[src/rtl/axi_dma_w_burst_pkg.sv]
// Shared AXI field widths, fixed AW field values, FSM encodings and the 4 KB boundary constant
// for the write-DMA burst master (4 KB splitting is enabled by AXI_DMA_W_4K_SPLIT_EN).
package axi_dma_w_burst_pkg;

    localparam int AXI_ID_W    = 4;
    localparam int AXI_LEN_W   = 8;
    localparam int AXI_SIZE_W  = 3;
    localparam int AXI_BURST_W = 2;
    localparam int AXI_CACHE_W = 4;
    localparam int AXI_PROT_W  = 3;
    localparam int AXI_QOS_W   = 4;
    localparam int AXI_RESP_W  = 2;

    localparam logic [AXI_BURST_W-1:0] AXI_BURST_INCR = 2'b01;
    localparam logic [AXI_CACHE_W-1:0] AXI_CACHE_VAL  = 4'd2;
    localparam logic [AXI_PROT_W-1:0]  AXI_PROT_VAL   = 3'b010;
    localparam logic [AXI_RESP_W-1:0]  AXI_RESP_OKAY  = 2'b00;

    localparam logic [1:0] W_BURST_IDLE = 2'd0;
    localparam logic [1:0] W_BURST_ADDR = 2'd1;
    localparam logic [1:0] W_BURST_DATA = 2'd2;
    localparam logic [1:0] W_BURST_RESP = 2'd3;

    localparam int BOUNDARY_4K = 4096;

endpackage

[src/rtl/axi_dma_burst_len.sv]
// Combinational burst length: min(remaining, MAX_LEN[, beats to the next 4 KB boundary]).
// The boundary term is present only when AXI_DMA_W_4K_SPLIT_EN is defined.
module axi_dma_burst_len
    import axi_dma_w_burst_pkg::*;
#(
    parameter int ADDR_W     = 32,
    parameter int CNT_W      = 16,
    parameter int MAX_LEN    = 16,
    parameter int LOG2_BYTES = 5
) (
    input  logic [ADDR_W-1:0] addr,
    input  logic [CNT_W-1:0]  remaining,
    output logic [8:0]        len
);

    logic [31:0] rem_ext;
    logic [31:0] cap;

`ifdef AXI_DMA_W_4K_SPLIT_EN
    logic [12:0] to_bnd;
    logic [31:0] bnd_beats;
    logic        unused_addr_hi;

    assign unused_addr_hi = ^addr[ADDR_W-1:12];

    always_comb begin
        to_bnd    = 13'(BOUNDARY_4K) - {1'b0, addr[11:0]};
        bnd_beats = 32'(to_bnd >> LOG2_BYTES);
        cap       = (32'(MAX_LEN) < bnd_beats) ? 32'(MAX_LEN) : bnd_beats;
    end
`else
    logic unused_addr;

    assign unused_addr = ^addr;
    assign cap         = 32'(MAX_LEN);
`endif

    assign rem_ext = 32'(remaining);
    assign len     = 9'((rem_ext < cap) ? rem_ext : cap);

endmodule

[src/rtl/axi_dma_w_burst.sv]
// AXI4 write-DMA master: splits a num_beats stream run into INCR bursts, one outstanding at a time.
// Define AXI_DMA_W_4K_SPLIT_EN to keep every burst inside a 4 KB page.
module axi_dma_w_burst
    import axi_dma_w_burst_pkg::*;
#(
    parameter int DATA_W  = 256,
    parameter int ADDR_W  = 32,
    parameter int MAX_LEN = 16,
    parameter int CNT_W   = 16
) (
    input  logic                   clk,
    input  logic                   rst,
    input  logic                   start,
    input  logic [ADDR_W-1:0]      start_addr,
    input  logic [CNT_W-1:0]       num_beats,
    output logic                   busy,
    output logic                   done,
    output logic                   error,
    input  logic                   valid,
    output logic                   ready,
    input  logic [DATA_W-1:0]      wdata,
    input  logic [DATA_W/8-1:0]    wstrb,
    output logic [AXI_ID_W-1:0]    m_axi_awid,
    output logic [ADDR_W-1:0]      m_axi_awaddr,
    output logic [AXI_LEN_W-1:0]   m_axi_awlen,
    output logic [AXI_SIZE_W-1:0]  m_axi_awsize,
    output logic [AXI_BURST_W-1:0] m_axi_awburst,
    output logic                   m_axi_awlock,
    output logic [AXI_CACHE_W-1:0] m_axi_awcache,
    output logic [AXI_PROT_W-1:0]  m_axi_awprot,
    output logic [AXI_QOS_W-1:0]   m_axi_awqos,
    output logic                   m_axi_awvalid,
    input  logic                   m_axi_awready,
    output logic [DATA_W-1:0]      m_axi_wdata,
    output logic [DATA_W/8-1:0]    m_axi_wstrb,
    output logic                   m_axi_wlast,
    output logic                   m_axi_wvalid,
    input  logic                   m_axi_wready,
    input  logic [AXI_ID_W-1:0]    m_axi_bid,
    input  logic [AXI_RESP_W-1:0]  m_axi_bresp,
    input  logic                   m_axi_bvalid,
    output logic                   m_axi_bready,
    output logic [1:0]             state_dbg
);

    localparam int BYTES      = DATA_W / 8;
    localparam int LOG2_BYTES = $clog2(BYTES);
    localparam logic [ADDR_W-1:0] ALIGN_MASK = ~ADDR_W'(BYTES - 1);

    // Stream/W handshake: a beat moves on a cycle where valid and m_axi_wready are both high
    // in DATA; the stream sees ready = m_axi_wready, the W channel sees wvalid = valid.
    logic [1:0]        state;
    logic [ADDR_W-1:0] addr;
    logic [ADDR_W-1:0] nxt_addr;
    logic [CNT_W-1:0]  remaining;
    logic [CNT_W-1:0]  nxt_rem;
    logic [8:0]        len_r;
    logic [8:0]        nxt_len;
    logic [8:0]        beat_cnt;
    logic              in_data;
    logic              unused_bid;

    // One length calculator serves both the initial burst and every follow-on burst.
    always_comb begin
        if (state == W_BURST_RESP) begin
            nxt_addr = addr + (ADDR_W'(len_r) << LOG2_BYTES);
            nxt_rem  = remaining - CNT_W'(len_r);
        end else begin
            nxt_addr = start_addr & ALIGN_MASK;
            nxt_rem  = num_beats;
        end
    end

    axi_dma_burst_len #(
        .ADDR_W     (ADDR_W),
        .CNT_W      (CNT_W),
        .MAX_LEN    (MAX_LEN),
        .LOG2_BYTES (LOG2_BYTES)
    ) u_burst_len (
        .addr      (nxt_addr),
        .remaining (nxt_rem),
        .len       (nxt_len)
    );

    assign in_data       = (state == W_BURST_DATA);
    assign m_axi_wvalid  = in_data & valid;
    assign ready         = in_data & m_axi_wready;
    assign m_axi_wdata   = wdata;
    assign m_axi_wstrb   = wstrb;
    assign m_axi_wlast   = in_data && (beat_cnt == (len_r - 9'd1));
    assign m_axi_bready  = (state == W_BURST_RESP);
    assign state_dbg     = state;
    assign unused_bid    = ^m_axi_bid;

    assign m_axi_awid    = '0;
    assign m_axi_awaddr  = addr;
    assign m_axi_awsize  = AXI_SIZE_W'(LOG2_BYTES);
    assign m_axi_awburst = AXI_BURST_INCR;
    assign m_axi_awlock  = 1'b0;
    assign m_axi_awcache = AXI_CACHE_VAL;
    assign m_axi_awprot  = AXI_PROT_VAL;
    assign m_axi_awqos   = '0;

    always_ff @(posedge clk or posedge rst) begin
        if (rst) begin
            state         <= W_BURST_IDLE;
            addr          <= '0;
            remaining     <= '0;
            len_r         <= '0;
            beat_cnt      <= '0;
            m_axi_awvalid <= 1'b0;
            m_axi_awlen   <= '0;
            busy          <= 1'b0;
            done          <= 1'b0;
            error         <= 1'b0;
        end else begin
            done <= 1'b0;
            case (state)
                W_BURST_IDLE: begin
                    if (start) begin
                        addr      <= nxt_addr;
                        remaining <= nxt_rem;
                        error     <= 1'b0;
                        if (nxt_rem == '0) begin
                            done <= 1'b1;
                        end else begin
                            state         <= W_BURST_ADDR;
                            busy          <= 1'b1;
                            m_axi_awvalid <= 1'b1;
                            m_axi_awlen   <= AXI_LEN_W'(nxt_len - 9'd1);
                            len_r         <= nxt_len;
                        end
                    end
                end
                W_BURST_ADDR: begin
                    if (m_axi_awready) begin
                        m_axi_awvalid <= 1'b0;
                        beat_cnt      <= '0;
                        state         <= W_BURST_DATA;
                    end
                end
                W_BURST_DATA: begin
                    if (valid && m_axi_wready) begin
                        if (m_axi_wlast) begin
                            beat_cnt <= '0;
                            state    <= W_BURST_RESP;
                        end else begin
                            beat_cnt <= beat_cnt + 9'd1;
                        end
                    end
                end
                W_BURST_RESP: begin
                    if (m_axi_bvalid) begin
                        if (m_axi_bresp != AXI_RESP_OKAY) error <= 1'b1;
                        addr      <= nxt_addr;
                        remaining <= nxt_rem;
                        if (nxt_rem == '0) begin
                            done  <= 1'b1;
                            busy  <= 1'b0;
                            state <= W_BURST_IDLE;
                        end else begin
                            state         <= W_BURST_ADDR;
                            m_axi_awvalid <= 1'b1;
                            m_axi_awlen   <= AXI_LEN_W'(nxt_len - 9'd1);
                            len_r         <= nxt_len;
                        end
                    end
                end
                default: state <= W_BURST_IDLE;
            endcase
        end
    end

endmodule

[config.mk]
export PLATFORM = sky130hd
export DESIGN_NAME = axi_dma_w_burst
export DESIGN_NICKNAME = d
export VERILOG_FILES = /design/src/rtl/axi_dma_w_burst_pkg.sv /design/src/rtl/axi_dma_burst_len.sv /design/src/rtl/axi_dma_w_burst.sv
export SDC_FILE = /design/constraint.sdc
export NUM_CORES = 1
export LEC_CHECK = 0
export CAP_MARGIN = 20
export CORE_AREA = 2 2 275 277
export DETAILED_ROUTE_END_ITERATION = 10
export DIE_AREA = 0 0 277 279
export PLACE_DENSITY = 0.37
export SYNTH_ARGS = -nofsm -noshare
export SYNTH_HDL_FRONTEND = slang
export SYNTH_SLANG_ARGS = --single-unit
[constraint.sdc]
create_clock -name clk -period 4.2 [get_ports clk]
set_clock_uncertainty 0.15 [all_clocks]
set_input_delay 0.84 -clock clk [delete_from_list [all_inputs] [get_ports clk]]
set_output_delay 0.84 -clock clk [all_outputs]
set_load 0.01 [all_outputs]
==> metrics.md <==
| Metric | Value |
|---|---|
| Later-pin clock latency in the skew report | 380 ps |
| Clock buffer depth | 2 |
| Share of the synthesized area in the top cell type | 0.311 |
| Reg-to-Reg Start | remaining[0] |
| Starting Density | 0.102 |
| Crit path largest cell delay | 440 ps |
| Yosys Warn Count | 0 |
| DRC viols | 0 |
| Area grow syn2layout | 7.73% |
| Pin count of the biggest net entering global routing | 38 |
| Final net count | 1159 |
| Worst ir drop on vdd | 273 µV |
| Placed cells | 1737 |
| Area contributors post-synth | buf_4, dfrtp_1, ha_1 |
| Top-count cell post-synth | buf_4 |
| Row cnt | 100 |
| Fraction of layout cells with a size suffix above 1 | 0.137 |
| Hold path startpoint | remaining[2] |
| Clock Sinks | 75 |
| Min Tclk post-route | 4080 ps |
| DR pass1 iterations | 5 |
| Routability cong. | 0.752 |
| H-tree levels | 3 |
| Kind of critical path | reg -> reg |
| CTS tree | done |
| Synth unique cells | 64 |
| Fin cells | 1758 |
| Routed len/inst | 16.5 µm |
| Critical Path Sink Type | flop |
| Mapped Cells | 941 |
| Total power | 5.48 mW |
| Slowest cell on the critical path | or3_4 |
| Final HPWL DP | 23.0 mm |
| Worst Path Arrival | 4190 ps |
| Kind of cell adding the most delay to the critical path | simple AND/OR/NAND/NOR gates |
| Iter 0 DRT Violations | 314 |
| Endpoints failing hold | 0 |
| GRT Total Usage | 0.0738 |
| First-pass GRT wire length | 40.9 mm |
| Vias/cell | 3.20 |
| Slew headroom | 0.409 |
| Residual antenna-violating net count after detailed routing | 0 |
| Die H | 279 µm |
| Logic pwr share | 0.614 |
| Asr flop ratio synth | 1.00 |
| Detailed-route via count | 5622 |
| Fin area | 8160 µm² |
| Sequential share of power | 0.242 |
| Crit path buffers/inverters | 3 |
| Initial antenna violation count | 1 |
| Area after DPL | 7810 µm² |
| Final period util | 0.971 |
| Synthesis-stage register bit count | 75 |
| Static leakage | 3.20 nW |
| Primary FF master, synth | dfrtp_1 |
| CP Launch Type | flop |
| Crit path max fanout | 5 |
| Synth area leader | buf_4 |
| Seq/Total Area, Yosys | 0.248 |
| Sum Neg Setup Slack | 0 ps |
| Number of max-cap violations | 0 |
| GR Overflow Total | 0 |
| Final WL | 29.0 mm |
| PortBufs | 96 |
| Core area | 74100 µm² |
| Switching share of total power | 0.480 |
| PwrDens | 672 nW/µm² |
| Worst Tran Pin Value | 886 ps |
| Clock share of power | 0.144 |
| I/O Pins | 708 |
| Post-synth EDFFs | 0 |
| Post-Syn Area | 7570 µm² |
| Cells along the critical path | inv_1 -> ha_2 -> inv_2 -> fa_2 -> a211oi_2 -> o211ai_1 -> buf_4 -> a211oi_2 -> xnor2_1 -> a21oi_2 -> or3_4 -> or3_4 -> or2_1 -> ha_2 -> and2_4 -> nand3_2 -> nor3_2 -> a221o_1 |
| Fin. max-slew vios | 0 |
| Top cells by count, synth | buf_4, nand2_1, dfrtp_1, o21ai_0, a21oi_1 |
| Net switching power | 2.63 mW |
| Cell Int Power | 2.85 mW |
| Clk slew on worst S/H paths | 80 ps |
| Endpoints failing setup | 0 |
| Vias in the first global route | 5640 |
| Die Width | 277 µm |
| Status | complete, no violations |
| Number of CTS-inserted buffers | 9 |
| CP startpoint | remaining[0] |
| DIE AREA | 77300 µm² |
| Hold Crit Class | reg -> reg |
| Syn avg cell area | 8.05 µm² |
| Clock Root Buffer | clkbuf_16 |
| RSZ-0062 raised after global routing | yes |
| FMAX | 0.245 GHz |
| # fillers | 8594 |
| Req. time, crit path | 4310 ps |
-- tightest hold or removal path, delay by kind of cell (launching register included) --
family | cells | cell delay [ps]
AOI/OAI and AO/OA | 1 | 60
DFF | 1 | 350
and+or+nand+nor | 1 | 50
-- layout by cell type, fill, tap and decap left out, types with 3 or more instances in the layout --
master           count
nor2b_1              5
a211oi_2             3
nand2b_1             5
buf_4               52
a21boi_0             3
o2111ai_1            3
xnor2_1             14
conb_1              26
and2_1              10
ha_2                 3
nand4_1             11
a31o_2               4
ha_1                22
o31ai_1              8
dfrtp_1             75
mux2i_1             21
a31oi_1             10
nand3_1             19
or2_2                3
nor3_1               7
a21o_1               8
nand2_1             82
a21oi_2              3
xor2_1              11
buf_12               3
a22oi_1              7
o22ai_1             18
o211ai_1             5
nor4_1               3
o21a_1               3
nor2_1              36
clkbuf_16            9
mux2_2               4
a21oi_1             40
inv_1               37
and3_1              12
o21ai_0             54
clkdlybuf4s50_1     96
-- cell type report --
cell class                 instances  area (µm²)  area share
antenna                            1        2.50    0.000307
clock buffer                      11         233      0.0285
clock inverter                     5        37.5     0.00460
inverter                          39         148      0.0181
multi-input combinational        507        3240       0.397
sequential                        75        1880       0.230
tap                              969        1210       0.149
timing repair buffer             151        1410       0.173
-- layer usage --
metal,share of wire,vias up,GRT usage
met5,0.00035,-,0
met4,0.038,2,0.0333
met3,0.10,102,0.0375
met2,0.43,325,0.110
met1,0.43,2646,0.0877
li1,-,2547,-
-- stage by stage --
step | hold slack, ps | utilization | worst slack [ps]
floorplan | 300 | - | 21.1
global placement | 319 | 0.105 | -121
detailed placement | 323 | 0.105 | -40.8
CTS | 343 | 0.109 | 12.4
global route | 367 | 0.110 | -37.5
finish | 336 | 0.110 | 122
-- state kept, by name, indices dropped and copies added, names as in the netlist, 2 cells and up --
register / cells
m_axi_awaddr: 27
remaining: 16
m_axi_awlen: 8
state_dbg: 2
beat_cnt: 9
len_r: 9
-- cells by family after synthesis --
logic type,count (synthesis),share of synthesized area
buffers and inverters,383,0.347
AND/OR/NAND/NOR,215,0.138
AO/OA/AOI/OAI,189,0.157
flip-flops,75,0.248
adder cells (fa/ha/maj),27,0.0466
XOR/XNOR,25,0.0289
multiplexers,25,0.0337
other,2,0.000992
-- worst paths after layout --
kind,slack (ps),end,cells past startpoint
setup / recovery,120,m_axi_awlen[4],18
hold / removal,340,remaining[2],2
setup reg to reg,120,m_axi_awlen[4],18
hold reg to reg,340,remaining[2],2
max in group asynchronous,2390,m_axi_awaddr[21],3
min in group asynchronous,780,done,2
-- power by group through the flow --
stage | Clock (mW) | Combinational, mW | Sequential, mW
3_5_place_dp | 0 | 3.36 | 1.34
4_1_cts | 0.857 | 3.39 | 1.33
5_1_grt | 0.869 | 3.76 | 1.38
3_3_place_gp | 0 | 3.34 | 1.33
6_report | 0.791 | 3.36 | 1.33
2_1_floorplan | 0 | 2.17 | 1.31
-- repair_timing --
action	CTS	global route
resized for setup	0	11
pin swaps	3	16
gates cloned	0	0
setup endpoints to repair	2	3
setup buffers	2	2
hold buffers	0	0
(Power assumes the default switching activity.)
